<file path="src/rtl/waveform_stream_converter.sv">
// waveform_stream_converter: reads DEPTH LUT samples, converts them per a one-hot
// mode and streams them out on valid/ready. Optional macro: WFC_AMPLITUDE_EN (amp scaling).
module waveform_stream_converter #(
    parameter int DATA_W      = 8,
    parameter int DEPTH       = 256,
    parameter int FM_MIN_STEP = 1,
    parameter int FM_MAX_STEP = 20,
    localparam int A          = $clog2(DEPTH)
) (
    input  logic              clk,
    input  logic              rst_n,
    input  logic              start,
    input  logic              abort,
    input  logic [4:0]        mode,
`ifdef WFC_AMPLITUDE_EN
    input  logic [DATA_W-1:0] amp,
`endif
    output logic              lut_rd_en,
    output logic [A-1:0]      lut_addr,
    input  logic [DATA_W-1:0] lut_data,
    output logic              out_valid,
    input  logic              out_ready,
    output logic [DATA_W-1:0] out_data,
    output logic [A-1:0]      out_idx,
    output logic              out_last,
    output logic              busy,
    output logic              done,
    output logic              mode_err
);

    typedef enum logic [1:0] {
        IDLE,
        RUN,
        DRAIN
    } state_e;

    localparam logic [DATA_W-1:0] MAXV = '1;
    localparam logic [A-1:0]      LAST = A'(DEPTH - 1);
    localparam int PW   = DATA_W + 32;
    localparam int TW   = DATA_W + 1;
    localparam int TSH  = DATA_W + 1 - A;
    localparam int SSH  = DATA_W - A;
    localparam int DIFF = FM_MAX_STEP - FM_MIN_STEP;

    state_e            state_q;
    logic [4:0]        mode_q;
    logic              mode_ok_q;
    logic              mode_err_q;
    logic              busy_q;
    logic [A-1:0]      rd_ptr_q;
    logic              infl_q;
    logic [A-1:0]      ret_idx_q;
    logic [1:0]        cnt_q;
    logic [DATA_W-1:0] d0_q, d1_q;
    logic [A-1:0]      i0_q, i1_q;
    logic [31:0]       fm_pos_q;
    logic              fm_bit_q;

    logic              pop;
    logic              accept;
    logic              last_hs;
    logic              rd_en;
    logic [2:0]        occ;
    logic [PW-1:0]     fm_prod;
    logic [PW-1:0]     fm_quot;
    logic [31:0]       fm_step;
    logic [31:0]       fm_pos_inc;
    logic              fm_tog;
    logic [31:0]       fm_pos_d;
    logic              fm_bit_d;
    logic [A-1:0]      trg_half;
    logic [TW-1:0]     trg_w;
    logic [DATA_W-1:0] trg_v;
    logic [DATA_W-1:0] saw_v;
    logic [DATA_W-1:0] conv;
    logic [DATA_W-1:0] wr_data;

`ifdef WFC_AMPLITUDE_EN
    logic [DATA_W-1:0]   amp_q;
    logic [2*DATA_W:0]   amp_prod;
`endif

    assign out_valid = (cnt_q != 2'd0);
    assign out_data  = d0_q;
    assign out_idx   = i0_q;
    assign out_last  = out_valid && (i0_q == LAST);
    assign pop       = out_valid && out_ready;
    assign accept    = (state_q == IDLE) && start && !abort;
    assign last_hs   = pop && out_last && (state_q == DRAIN) && !abort;
    assign done      = last_hs;
    assign busy      = busy_q;
    assign mode_err  = mode_err_q;
    assign lut_addr  = rd_ptr_q;
    assign lut_rd_en = rd_en;

    // Read issue: keep FIFO entries plus the outstanding read within two.
    always_comb begin
        occ   = 3'(cnt_q) - 3'(pop) + 3'(infl_q);
        rd_en = (state_q == RUN) && (occ < 3'd2);
    end

    // FM half-period from the returned sample and the next pos/bit values.
    always_comb begin
        fm_prod    = PW'(lut_data) * PW'(DIFF);
        fm_quot    = fm_prod / PW'(MAXV);
        fm_step    = 32'(FM_MAX_STEP) - 32'(fm_quot);
        fm_pos_inc = fm_pos_q + 32'd1;
        fm_tog     = (fm_pos_inc >= fm_step);
        fm_pos_d   = fm_tog ? 32'd0 : fm_pos_inc;
        fm_bit_d   = fm_bit_q ^ fm_tog;
    end

    // Sample conversion for the data returning from the LUT this cycle.
    always_comb begin
        trg_half = ret_idx_q[A-1] ? ~ret_idx_q : ret_idx_q;
        trg_w    = TW'(trg_half) << TSH;
        trg_v    = DATA_W'(trg_w);
        saw_v    = DATA_W'(ret_idx_q) << SSH;
        conv     = '0;
        if (mode_ok_q) begin
            unique case (1'b1)
                mode_q[0]: conv = lut_data;
                mode_q[1]: conv = trg_v;
                mode_q[2]: conv = lut_data[DATA_W-1] ? MAXV : '0;
                mode_q[3]: conv = fm_bit_d ? MAXV : '0;
                mode_q[4]: conv = saw_v;
                default:   conv = '0;
            endcase
        end
    end

`ifdef WFC_AMPLITUDE_EN
    // Amplitude scaling; amp = MAX reduces to identity.
    always_comb begin
        amp_prod = (2*DATA_W+1)'(conv) * ((2*DATA_W+1)'(amp_q) + 1'b1);
        wr_data  = DATA_W'(amp_prod >> DATA_W);
    end
`else
    // Samples pass through unscaled.
    always_comb begin
        wr_data = conv;
    end
`endif

    // Frame control FSM: start latch, read pointer, in-flight tracking.
    always_ff @(posedge clk or negedge rst_n) begin
        if (!rst_n) begin
            state_q    <= IDLE;
            mode_q     <= '0;
            mode_ok_q  <= 1'b0;
            mode_err_q <= 1'b0;
            busy_q     <= 1'b0;
            rd_ptr_q   <= '0;
            infl_q     <= 1'b0;
            ret_idx_q  <= '0;
        end else if (abort) begin
            state_q  <= IDLE;
            busy_q   <= 1'b0;
            rd_ptr_q <= '0;
            infl_q   <= 1'b0;
        end else begin
            infl_q <= rd_en;
            if (rd_en) begin
                ret_idx_q <= rd_ptr_q;
                rd_ptr_q  <= rd_ptr_q + A'(1);
            end
            unique case (state_q)
                IDLE: begin
                    if (start) begin
                        state_q    <= RUN;
                        mode_q     <= mode;
                        mode_ok_q  <= $onehot(mode);
                        mode_err_q <= !$onehot(mode);
                        busy_q     <= 1'b1;
                        rd_ptr_q   <= '0;
                    end
                end
                RUN: begin
                    if (rd_en && (rd_ptr_q == LAST)) begin
                        state_q <= DRAIN;
                    end
                end
                DRAIN: begin
                    if (last_hs) begin
                        state_q <= IDLE;
                        busy_q  <= 1'b0;
                    end
                end
                default: state_q <= IDLE;
            endcase
        end
    end

`ifdef WFC_AMPLITUDE_EN
    // Amplitude is latched with the mode on an accepted start.
    always_ff @(posedge clk or negedge rst_n) begin
        if (!rst_n) begin
            amp_q <= '0;
        end else if (accept) begin
            amp_q <= amp;
        end
    end
`endif

    // FM oscillator state, stepped once per sample written to the FIFO.
    always_ff @(posedge clk or negedge rst_n) begin
        if (!rst_n) begin
            fm_pos_q <= '0;
            fm_bit_q <= 1'b0;
        end else if (abort || accept) begin
            fm_pos_q <= '0;
            fm_bit_q <= 1'b0;
        end else if (infl_q && mode_ok_q && mode_q[3]) begin
            fm_pos_q <= fm_pos_d;
            fm_bit_q <= fm_bit_d;
        end
    end

    // Two-entry output FIFO; entry 0 is the head presented downstream.
    always_ff @(posedge clk or negedge rst_n) begin
        if (!rst_n) begin
            cnt_q <= 2'd0;
            d0_q  <= '0;
            d1_q  <= '0;
            i0_q  <= '0;
            i1_q  <= '0;
        end else if (abort) begin
            cnt_q <= 2'd0;
        end else begin
            unique case ({infl_q, pop})
                2'b10: begin
                    if (cnt_q == 2'd0) begin
                        d0_q <= wr_data;
                        i0_q <= ret_idx_q;
                    end else begin
                        d1_q <= wr_data;
                        i1_q <= ret_idx_q;
                    end
                    cnt_q <= cnt_q + 2'd1;
                end
                2'b01: begin
                    d0_q  <= d1_q;
                    i0_q  <= i1_q;
                    cnt_q <= cnt_q - 2'd1;
                end
                2'b11: begin
                    if (cnt_q == 2'd1) begin
                        d0_q <= wr_data;
                        i0_q <= ret_idx_q;
                    end else begin
                        d0_q <= d1_q;
                        i0_q <= i1_q;
                        d1_q <= wr_data;
                        i1_q <= ret_idx_q;
                    end
                end
                default: begin
                end
            endcase
        end
    end

endmodule
</file>
<file path="config.mk">
export PLATFORM = sky130hd
export DESIGN_NAME = waveform_stream_converter
export DESIGN_NICKNAME = d
export VERILOG_FILES = /design/src/rtl/waveform_stream_converter.sv
export SDC_FILE = /design/constraint.sdc
export NUM_CORES = 1
export LEC_CHECK = 0
export ABC_CLOCK_PERIOD_IN_PS = 5100
export BUFFER_PORTS_ARGS = -buffer_cell sky130_fd_sc_hd__buf_2
export CORE_MARGIN = 2
export CORE_UTILIZATION = 23
export DETAILED_ROUTE_END_ITERATION = 10
export RECOVER_POWER = 100
export SYNTH_ARGS = -nofsm -noshare
export SYNTH_HDL_FRONTEND = slang
export SYNTH_SLANG_ARGS = --single-unit
</file>
<file path="constraint.sdc">
create_clock -name clk -period 5.1 [get_ports clk]
set_input_delay 0.51 -clock clk [delete_from_list [all_inputs] [get_ports clk]]
set_output_delay 0.51 -clock clk [all_outputs]
set_load 0.05 [all_outputs]
</file>
### Word level (Yosys, flattened, before mapping)

Index checks and enable logic that the tools add are counted.
Widths: inputs -> output; s select.

* eq/ne operators: 15
* magnitude comparators: 2
* multipliers: 1
* mux-type cells: 38
* reductions and logical operators: 28
* bitwise gates (word level): 3
* divide/modulo/power cells: 1
* $add $sub $neg: 11

Operators with widths (count)
* $mux 8: 15
* $mux 32: 3
* $pmux 8 s3: 2
* $div 13x8->40 const B: 1
* $pmux 8 s5: 1
* $add 32x1->32 const B: 1
* $ge 32x32->1: 1
* $pmux 8 s2: 2
* $sub 5x32->32 const A: 1
* $eq 8x8->1 const B: 2
* $mul 8x5->13 const B: 1
* $reduce_and 3->1: 4
* $logic_and 1x1->1: 11
* $mux 2: 5
* $reduce_bool 3->1: 3
* $add 8x1->8 const B: 1
* $mux 7: 1
* $not 7->7: 1
* $add 3x1->3: 2
* $eq 2x1->1 const B: 3
* $eq 2x2->1 const B: 3
* $mux 1: 6
* $ne 2x2->1 const B: 3
* $ne 3x3->1 const B: 2
* other kinds (19): 24

* register bits: 94
* bits of input ports: 18
* logic and storage cells: 114
* output and inout port bits: 30

### Depth between registers and ports, before layout

Gate-level depths: netlist of run 1.

* depth in word-level cells: 10
* depth in mapped cells: 42
* mapped depth without buffers: 39

### Worst setup path before layout of run 1

Ideal clock, no wire load.

* path kind: input -> register
* from: input lut_data[2]
* to: register d0_q[0], in the netlist out_data[0]
* data arrival time: 8.484 ns
* data required time: 4.974 ns
* setup time: 0.126 ns
* path buffers: 0
* slack: -3.510 ns
* stages on the path: 39
* cells stage by stage: ha_1 -> inv_1 -> fa_1 -> inv_1 -> ha_1 -> o21a_1 -> a2111oi_4 -> or3_4 -> nand2_2 -> or4_4 -> mux2_4 -> a21oi_2 -> mux2i_1 -> nor2_1 -> a31oi_1 -> nand2_1 -> nand2_1 -> ha_1 -> (+3 left out) -> o211ai_1 -> ha_1 -> o21ai_0 -> o21ai_0 -> ha_1 -> a21o_1 -> a21o_1 -> a21o_1 -> a21o_1 -> a21o_1 -> a21o_1 -> a21o_1 -> a221oi_1 -> o2111a_1 -> o21ai_0 -> nand3b_1 -> nand3_1 -> a221o_1

* cells in the longest elaborated chain, start to end: 10
* elaborated cells on any way between the ends: 11
* classes of those cells: add/sub: 1; mul: 1; div: 1; order compare: 1; mux: 6; bitwise: 1

RTL lines
* start, declared: line 20 `input logic [DATA_W-1:0] lut_data,`
* $mul 8x5->13 *: line 104 `fm_prod = PW'(lut_data) * PW'(DIFF);`
* $div 13x8->40 *: line 105 `fm_quot = fm_prod / PW'(MAXV);`
* $sub 5x32->32 *: line 106 `fm_step = 32'(FM_MAX_STEP) - 32'(fm_quot);`
* $ge 32x32->1 *: line 108 `fm_tog = (fm_pos_inc >= fm_step);`
* $xor 1x1->1 *: line 110 `fm_bit_d = fm_bit_q ^ fm_tog;`
* $mux 8 *: line 125 `mode_q[3]: conv = fm_bit_d ? MAXV : '0;`
* $pmux 8 s5 *: line 121 `unique case (1'b1)`
* $mux 8 *: line 120 `if (mode_ok_q) begin`
* $mux 8 (on tied branches): line 247, 232
* $pmux 8 s3 *: line 230 `unique case ({infl_q, pop})`
* end signal, assigned: line 233 `d0_q <= wr_data;`
* end signal, assigned: line 248 `d0_q <= wr_data;`
* end signal, assigned: line 251 `d0_q <= d1_q;`
* end, declared: line 54 `logic [DATA_W-1:0] d0_q, d1_q;`

Every way passes the cells marked *; elsewhere a longest branch is shown, timed or not. The select of a mux whose other input is x is not followed.
A chain may end at the register's enable or synchronous reset.

### Worst setup path in the final report of run 1

* from: input lut_data[2]
* to: register d0_q[1], in the netlist out_data[1]

The elaborated chain is that of the path after synthesis.

==> results.py, run 1 <==
metrics = {
    "run_status": {
        "outcome": "complete, but fails checks",
        "violations": "capacitance limit, slew limit, setup timing",
    },
    "timing": {
        "setup_tns_ns": -117.46,
        "tightest_slew_ns": 3.34,
        "fin_crit_sh": 1.51,
        "clock.fmax_ghz": 0.130,
        "finalSetupViolCount": 49,
        "drv_slew": 71,
        "hold_viol_final": 0,
        "min_period_ns": 7.72,
        "hold_ws_ns": 0.416,
        "rsz0062_at_grt": "true",
        "setup_ws_ns": -2.62,
        "slew_headroom": -1.23,
        "fin_skew_ns": 0.00755,
    },
    "critical_path": {
        "start_kind": "input pin",
        "crit_type": "input pin to register",
        "cp_slowest_cell": "or4_4",
        "worst_setup_path_end_kind": "register",
        "cpMostUsedCell": "a21o_1",
        "cpPeakStageDelay_ns": 0.58,
        "cp.arrival_ns": 7.95,
        "crit_path_max_fanout": 6,
        "rrSetupSlack_ns": 0.33,
        "crit_required_ns": 5.33,
    },
    "min_path": {
        "hp-class": "input pin to register",
    },
    "floorplanning": {
        "row_count": 65,
        "start_util": 0.234,
        "die_y_um": 183,
        "coreArea_um2": 31600,
        "dieWidth_um": 183,
        "io_pins": 48,
        "dieArea_um2": 33600,
    },
    "logic_synthesis": {
        "yosys.cell_types.count": 86,
        "synth_compound_area_frac": 0.219,
        "synthesis.area_um2": 7400,
        "synth_top_family_by_area": "compound AO/OA/AOI/OAI gates",
        "synth_fa_ha_area_frac": 0.126,
        "synth_edf_count": 0,
        "synth_seq_cells": 94,
        "syn_avg_cell_area_um2": 9.46,
        "synthMuxAreaShare": 0.0504,
        "synthSimpleGateAreaFrac": 0.183,
        "yosys_warnings": 0,
        "ys.flop_type": "dfrtp_1",
        "syn_inst": 782,
        "async_flop_share": 1.00,
        "ys_seq_area_frac": 0.318,
        "synth_nets": 870,
        "yosys.area_share.xor_xnor": 0.0699,
    },
    "global_route": {
        "grt_overflow": 0,
        "antenna_found_initial": 0,
        "grt_usage": 0.127,
        "grt_pass1_vias": 6720,
        "grt_max_degree": 60,
        "grt_pass1_wl_um": 34500,
    },
    "layout": {
        "multi_input_comb_area_um2": 5240,
        "layout-drive-gt1-share": 0.310,
        "final_cell_mix": "buf_4 (145), dfrtp_1 (94), nand2_1 (58)",
        "area_growth_pct": 35.2,
        "nets": 1057,
        "regArea_um2": 2350,
        "final_cell_area_um2": 10000,
        "n_fill_cell": 3221,
        "final_common_cell": "buf_4",
        "insertedDiodeCount": 0,
    },
    "power": {
        "power.density_nw_per_um2": 374,
        "p_leak_uw": 0.00459,
        "ir_drop_mv": 0.167,
        "power_uw": 3740,
    },
    "job": {
        "maxCapViolations": 2,
    },
    "clock_network": {
        "clk-insertion-delay-late_ns": 0.35,
        "path_clk_slew_ns": 0.07,
        "cts-htree-levels": 3,
        "cts_buffers": 9,
        "cts_hold_buf": 0,
        "cts.sinks": 94,
        "cts_root_buf": "clkbuf_16",
        "cts_tree": "yes",
        "clk_path_buf_depth": 2,
    },
    "placed_design": {
        "dpl.hpwl_um": 15700,
        "place_area_um2": 9240,
        "gp_congestion": 0.822,
        "io_buffers": 47,
    },
    "detailed_routing": {
        "dr_total_vias": 6639,
        "drt_wl_total_um": 20500,
        "drc": 0,
        "drt-vias-per-instance": 4.82,
        "first_iter_violations": 405,
        "dr.pass1.iters": 6,
        "wire_per_inst_um": 14.9,
        "ant_nets": 0,
    },
}
==> repair_timing <==
item / CTS / global route
buffers inserted: 15 / 4
cloned: 1 / 0
pin swaps: 32 / 16
resized for setup: 69 / 15
hold endpoints to repair: 0 / 0
endpoints found under the setup margin: 49 / 49
==> per-layer routing <==
layer | part of all wire | vias to the layer above | track usage
met3 | 0.030 | 20 | 0.0228
met1 | 0.47 | 3210 | 0.167
met4 | 0.011 | 0 | 0.0246
met5 | 0 | - | 0
li1 | - | 3294 | -
met2 | 0.49 | 115 | 0.217
==> cells in the mapped netlist (7+ instances only) <==
| cell | number | area (um2) |
|---|---|---|
| fa_1 | 7 | 140 |
| or2_2 | 7 | 43.8 |
| and3_1 | 24 | 150 |
| inv_1 | 32 | 120 |
| a21oi_1 | 27 | 135 |
| nor2b_1 | 11 | 68.8 |
| a21o_1 | 22 | 165 |
| a32o_1 | 21 | 210 |
| xnor2_1 | 30 | 263 |
| nand2_1 | 60 | 225 |
| clkbuf_1 | 24 | 90.1 |
| xor2_1 | 29 | 254 |
| mux2_2 | 20 | 225 |
| a221o_1 | 7 | 70.1 |
| nand2b_1 | 9 | 56.3 |
| nand4_1 | 16 | 100 |
| mux2i_1 | 11 | 110 |
| ha_1 | 63 | 788 |
| o21ai_0 | 46 | 230 |
| nor3_1 | 14 | 70.1 |
| dfrtp_1 | 94 | 2350 |
| and2_1 | 7 | 43.8 |
| nor2_1 | 52 | 195 |
| a22o_1 | 8 | 70.1 |
| nand3_1 | 32 | 160 |
==> final timing paths <==
path / startpoint / end / cells after the start
max: lut_data[2] / out_data[1] / 41
min: mode[2] / mode_q[2] / 2
max reg2reg: fm_pos_q[0] / out_data[1] / 20
min reg2reg: i1_q[6] / i1_q[6] / 2
max in group asynchronous: rst_n / out_data[4] / 2
min in group asynchronous: rst_n / fm_pos_q[0] / 1
==> worst max-delay path, delay by kind of cell <==
| family | cells | cell delay (ns) |
|---|---|---|
| XOR/XNOR | 1 | 0.06 |
| AND/OR/NAND/NOR | 4 | 0.89 |
| multiplexers | 2 | 0.64 |
| adder cells (fa/ha/maj) | 5 | 1.45 |
| buffers and inverters | 10 | 1.20 |
| AO/OA/AOI/OAI | 19 | 3.18 |
==> sequential cells by signal, indices dropped and copies added (netlist names) <==
register / flops
busy: 1
cnt_q: 2
d1_q: 8
fm_bit_q: 1
fm_pos_q: 32
i1_q: 8
infl_q: 1
lut_addr: 8
mode_err: 1
mode_ok_q: 1
mode_q: 5
out_data: 8
out_idx: 8
ret_idx_q: 8
state_q: 2
==> final cells by class <==
cell class,instances,area share
clock inverters,7,0.00776
well taps,402,0.0503
multi-input cells,626,0.524
clock buffers,9,0.0225
repair buffers,206,0.148
flip-flops and latches,94,0.235
inverters,32,0.0120
==> cell families (layout without fill, tap and decap cells) <==
group / after synthesis / after routing
muxes: 33 / 33
adders and majority gates: 70 / 70
AOI/OAI and AO/OA: 206 / 206
other: 1 / 1
buffers and inverters: 62 / 254
DFF: 94 / 94
and+or+nand+nor: 257 / 257
xor gates and xnor gates: 59 / 59
==> per-stage QoR <==
stage                     cells  setup slack [ns]   util
after floorplan             782             -2.85      -
after global placement     1340             -3.09  0.292
after detailed placement   1340             -3.22  0.292
after CTS                  1372             -2.61  0.314
after global routing       1376             -2.98  0.316
final                      1376             -2.62  0.316
==> report_power, final <==
part	total [uW]	internal, uW	switching (uW)
sequential	939	830	109
clock	694	386	308
combinational	2110	1010	1100
(Power assumes the default switching activity.)
==> run 2: changes to the inputs <==
==> constraint.sdc (replaced) <==
create_clock -name clk -period 5.1 [get_ports clk]
set_input_delay 1.02 -clock clk [delete_from_list [all_inputs] [get_ports clk]]
set_output_delay 1.02 -clock clk [all_outputs]
set_load 0.05 [all_outputs]
==> results.py, run 2 (same netlist as run 1, synthesis figures left out) <==
metrics = {
    "run_status": {
        "outcome": "complete, but fails checks",
        "violations": "capacitance limit, slew limit, setup timing",
    },
    "layout": {
        "area_growth_pct": 38.5,
        "regMostFlops": "fm_pos_q",
        "largest_reg_flops": 32,
        "layout-drive-gt1-share": 0.321,
        "final_cell_mix": "buf_4 (150), dfrtp_1 (94), nand2_1 (58)",
        "final_cell_area_um2": 10200,
        "nets": 1068,
        "insertedDiodeCount": 0,
        "final_common_cell": "buf_4",
        "n_fill_cell": 3232,
    },
    "timing": {
        "hold_ws_ns": 0.499,
        "setup_tns_ns": -151.15,
        "rsz0062_at_grt": "true",
        "tightest_slew_ns": 3.58,
        "min_period_ns": 8.32,
        "hold_viol_final": 0,
        "fin_crit_sh": 1.63,
        "drv_slew": 64,
        "fin_skew_ns": 0.00958,
        "setup_ws_ns": -3.22,
        "finalSetupViolCount": 49,
        "slew_headroom": -1.39,
        "clock.fmax_ghz": 0.120,
    },
    "clock_network": {
        "path_clk_slew_ns": 0.07,
        "cts_buffers": 9,
        "cts.sinks": 94,
        "clk-insertion-delay-late_ns": 0.35,
        "cts-htree-levels": 3,
        "cts_tree": "yes",
        "cts_root_buf": "clkbuf_16",
        "clk_path_buf_depth": 2,
        "cts_hold_buf": 0,
    },
    "power": {
        "p_leak_uw": 0.00471,
        "clkPwrFrac": 0.184,
        "pwr-share-comb": 0.565,
        "power_frac_seq": 0.251,
        "power.density_nw_per_um2": 366,
        "p_int_uw": 2240,
        "p_sw_frac": 0.402,
        "p_switching_uw": 1510,
        "ir_drop_mv": 0.138,
    },
    "global_route": {
        "grt_max_degree": 64,
        "antenna_found_initial": 0,
        "grt_pass1_vias": 6765,
        "grt_pass1_wl_um": 34500,
        "grt_usage": 0.127,
        "grt_overflow": 0,
    },
    "placed_design": {
        "dpl.hpwl_um": 15600,
        "io_buffers": 47,
        "place_area_um2": 9290,
        "gp_congestion": 0.868,
        "preCtsSetupSlack_ns": -3.83,
    },
    "detailed_routing": {
        "drt-vias-per-instance": 4.86,
        "dr_total_vias": 6743,
        "drc": 0,
        "ant_nets": 0,
        "wire_per_inst_um": 15.2,
        "first_iter_violations": 336,
        "dr.pass1.iters": 5,
        "drt_wl_total_um": 21100,
    },
    "critical_path": {
        "cp.arrival_ns": 8.57,
        "start_kind": "input pin",
        "cpMostUsedCell": "a21o_1",
        "cpPeakStageDelay_ns": 0.60,
        "crit_type": "input pin to register",
        "worst_setup_path_end_kind": "register",
        "cp_slowest_cell": "or4_4",
        "crit_required_ns": 5.34,
        "crit_path_max_fanout": 5,
    },
    "floorplanning": {
        "dieWidth_um": 183,
        "coreArea_um2": 31600,
        "start_util": 0.234,
        "die_y_um": 183,
        "dieArea_um2": 33600,
        "row_count": 65,
        "io_pins": 48,
    },
    "min_path": {
        "hp-class": "register to register",
    },
    "job": {
        "maxCapViolations": 1,
    },
}
-- run 2: cell types whose count changed in the layout (fill, tap and decap cells not counted), sizes merged --
| cell | change |
|---|---|
| clkbuf | +7 |
| buf | +5 |
| inv | -3 |
| bufbuf | +2 |
| clkinv | -1 |
| clkinvlp | +1 |
-- run 2: through the flow --
stage / total power (uW) / util / std cells
floorplan: 2110 / - / 782
global placement: 2850 / 0.294 / 1347
detailed placement: 2870 / 0.294 / 1347
CTS: 3720 / 0.321 / 1381
global route: 4000 / 0.324 / 1387
finish: 3750 / 0.324 / 1387
-- run 2: final timing paths --
check,start,endpoint,slack (ns),cells past startpoint
max in group asynchronous,rst_n,i1_q[6],0.99,2
hold / removal,fm_pos_q[31],fm_pos_q[31],0.50,1
setup / recovery,lut_data[1],out_data[0],-3.22,37
hold reg to reg,fm_pos_q[31],fm_pos_q[31],0.50,1
setup reg to reg,fm_pos_q[0],out_data[0],0.24,23
min in group asynchronous,rst_n,fm_pos_q[2],1.88,1
-- run 2: repair_timing --
item | in CTS | in global routing
gates cloned | 5 | 0
setup endpoints to repair | 49 | 49
setup buffers | 13 | 6
pin swaps | 29 | 19
gates resized for setup | 73 | 23
-- run 2: critical path, delay by kind of cell --
family | cells | cell delay [ns]
AOI/OAI and AO/OA | 19 | 3.73
adders and majority gates | 5 | 1.34
and+or+nand+nor | 6 | 1.17
muxes | 2 | 0.62
buffers and inverters | 4 | 0.61
xor gates and xnor gates | 1 | 0.06
-- run 2: power by group through the flow --
stage | registers (uW) | clock network [uW] | logic, uW
after CTS | 939 | 706 | 2070
after global placement | 953 | 0 | 1890
after detailed placement | 952 | 0 | 1920
after floorplan | 1030 | 0 | 1070
final | 940 | 689 | 2120
after global routing | 952 | 735 | 2320
-- run 2: metal layers --
| layer | up-vias | wire length (um) | global-route usage |
|---|---|---|---|
| met4 | 0 | 341 | 0.0314 |
| met3 | 37 | 575 | 0.0216 |
| met5 | - | 0 | 0 |
| li1 | 3322 | - | - |
| met1 | 3286 | 10000 | 0.170 |
| met2 | 98 | 10100 | 0.212 |
-- run 2: final cells by class --
| class | instances | area [um2] | share of cell area |
|---|---|---|---|
| timing repair buffer | 217 | 1640 | 0.160 |
| sequential | 94 | 2350 | 0.230 |
| clock inverter | 4 | 53.8 | 0.00525 |
| multi-input combinational | 626 | 5330 | 0.520 |
| inverter | 32 | 120 | 0.0117 |
| clock buffer | 12 | 246 | 0.0241 |
| tap | 402 | 503 | 0.0491 |
==> run 3: changes to the inputs <==
Settings changed: ABC_CLOCK_PERIOD_IN_PS 5100 to 9600, PLACE_DENSITY_LB_ADDON from default to 0.3, SKIP_LAST_GASP from default to 1.
Clock period 5.1 ns to 9.6 ns, I/O delays scaled along.
==> results.py, run 3 (same netlist as run 1, synthesis figures left out) <==
metrics = {
    "run_status": {
        "outcome": "complete, but fails checks",
        "violations": "capacitance limit, slew limit",
    },
    "global_route": {
        "grt_overflow": 0,
        "antenna_found_initial": 0,
        "grt_usage": 0.123,
        "grt_pass1_vias": 6328,
        "grt_pass1_wl_um": 33500,
        "grt_max_degree": 53,
    },
    "detailed_routing": {
        "drt-vias-per-instance": 4.80,
        "drt_wl_total_um": 20600,
        "ant_nets": 0,
        "drc": 0,
        "dr.pass1.iters": 5,
        "wire_per_inst_um": 15.3,
        "dr_total_vias": 6445,
        "first_iter_violations": 359,
    },
    "layout": {
        "multi_input_comb_area_um2": 5190,
        "insertedDiodeCount": 0,
        "regMostFlops": "fm_pos_q",
        "layout-drive-gt1-share": 0.281,
        "final_cell_area_um2": 9650,
        "area_growth_pct": 30.5,
        "final_common_cell": "buf_4",
        "n_fill_cell": 3281,
        "largest_reg_flops": 32,
        "regArea_um2": 2350,
        "stdcell_count": 1343,
        "final_cell_mix": "buf_4 (114), dfrtp_1 (94), nand2_1 (59)",
        "nets": 1024,
    },
    "timing": {
        "hold_viol_final": 0,
        "setup_ws_ns": 0.313,
        "fin_crit_sh": 0.967,
        "clock.fmax_ghz": 0.108,
        "min_period_ns": 9.29,
        "finalSetupViolCount": 0,
        "fin_skew_ns": 0.00824,
        "drv_slew": 97,
        "tightest_slew_ns": 2.86,
        "slew_headroom": -0.904,
    },
    "critical_path": {
        "start_kind": "input pin",
        "critical_path.top_delay_family": "compound AO/OA/AOI/OAI gates",
        "cp.arrival_ns": 9.57,
        "cp_slowest_cell": "or4_4",
        "crit_required_ns": 9.88,
        "path_buf_inv": 3,
        "crit_type": "input pin to register",
        "crit_path_max_fanout": 4,
        "cpMostUsedCell": "a21o_1",
        "worst_setup_path_end_kind": "register",
        "cpPeakStageDelay_ns": 0.48,
    },
    "min_path": {
        "hp-class": "register to register",
    },
    "placed_design": {
        "gp_congestion": 0.849,
        "place_area_um2": 8980,
        "preCtsSetupSlack_ns": -0.392,
        "dp_cells": 1314,
        "dpl.hpwl_um": 15800,
        "io_buffers": 47,
    },
    "floorplanning": {
        "dieArea_um2": 33600,
        "io_pins": 48,
        "row_count": 65,
        "start_util": 0.234,
        "die_y_um": 183,
        "coreArea_um2": 31600,
        "dieWidth_um": 183,
    },
    "clock_network": {
        "cts_buffers": 9,
        "cts_root_buf": "clkbuf_16",
        "clk_path_buf_depth": 2,
        "cts-htree-levels": 3,
        "cts_hold_buf": 0,
        "cts.sinks": 94,
        "path_clk_slew_ns": 0.07,
        "cts_tree": "yes",
        "clk-insertion-delay-late_ns": 0.35,
    },
    "power": {
        "p_leak_uw": 0.00439,
        "power.density_nw_per_um2": 198,
        "power_uw": 1910,
        "ir_drop_mv": 0.112,
    },
    "job": {
        "maxCapViolations": 2,
    },
}
-- run 3: final cells by class --
cell class                 count  area share
tap                          402      0.0521
inverter                      32      0.0124
timing repair buffer         173       0.122
multi-input combinational    626       0.538
sequential                    94       0.244
clock buffer                   9      0.0233
clock inverter                 7     0.00817
-- run 3: final timing paths --
check | cells after the start | startpoint | to | slack [ns]
worst max-delay path | 40 | lut_data[1] | out_data[7] | 0.31
worst min-delay path | 2 | i1_q[6] | i1_q[6] | 0.49
worst max register to register | 23 | fm_pos_q[0] | out_data[7] | 4.31
worst min register to register | 2 | i1_q[6] | i1_q[6] | 0.49
max in group asynchronous | 2 | rst_n | ret_idx_q[4] | 3.69
min in group asynchronous | 1 | rst_n | fm_pos_q[3] | 2.28
-- run 3: power breakdown --
group | leakage (uW) | switching, uW | internal (uW)
logic | 0.00296 | 565 | 480
clock network | 0.000144 | 165 | 205
registers | 0.00129 | 57.1 | 441
-- run 3: timing repair --
item,CTS,global route
gates cloned,0,1
pin swaps,1,41
endpoints found under the setup margin,7,49
buffers inserted,1,12
resized for setup,1,75
-- run 3: stage by stage --
step | hold slack, ns | utilization | setup TNS, ns
after floorplan | 0.450 | - | 0
after global placement | 0.465 | 0.284 | -6.04
after detailed placement | 0.480 | 0.284 | -9.61
after CTS | 0.496 | 0.294 | 0
after global routing | 0.519 | 0.305 | -0.0897
final | 0.487 | 0.305 | 0
-- run 3: routing by layer --
layer  wire length (um)  GRT usage
met1              10200      0.171
met3                617     0.0226
met2               9580      0.202
met4                206     0.0208
met5                  0          0
-- run 3: tightest hold or removal path, stage by stage (launching register included) --
cell and delay, ns:
dfrtp_1 0.34, nand2_1 0.05, o21ai_0 0.06
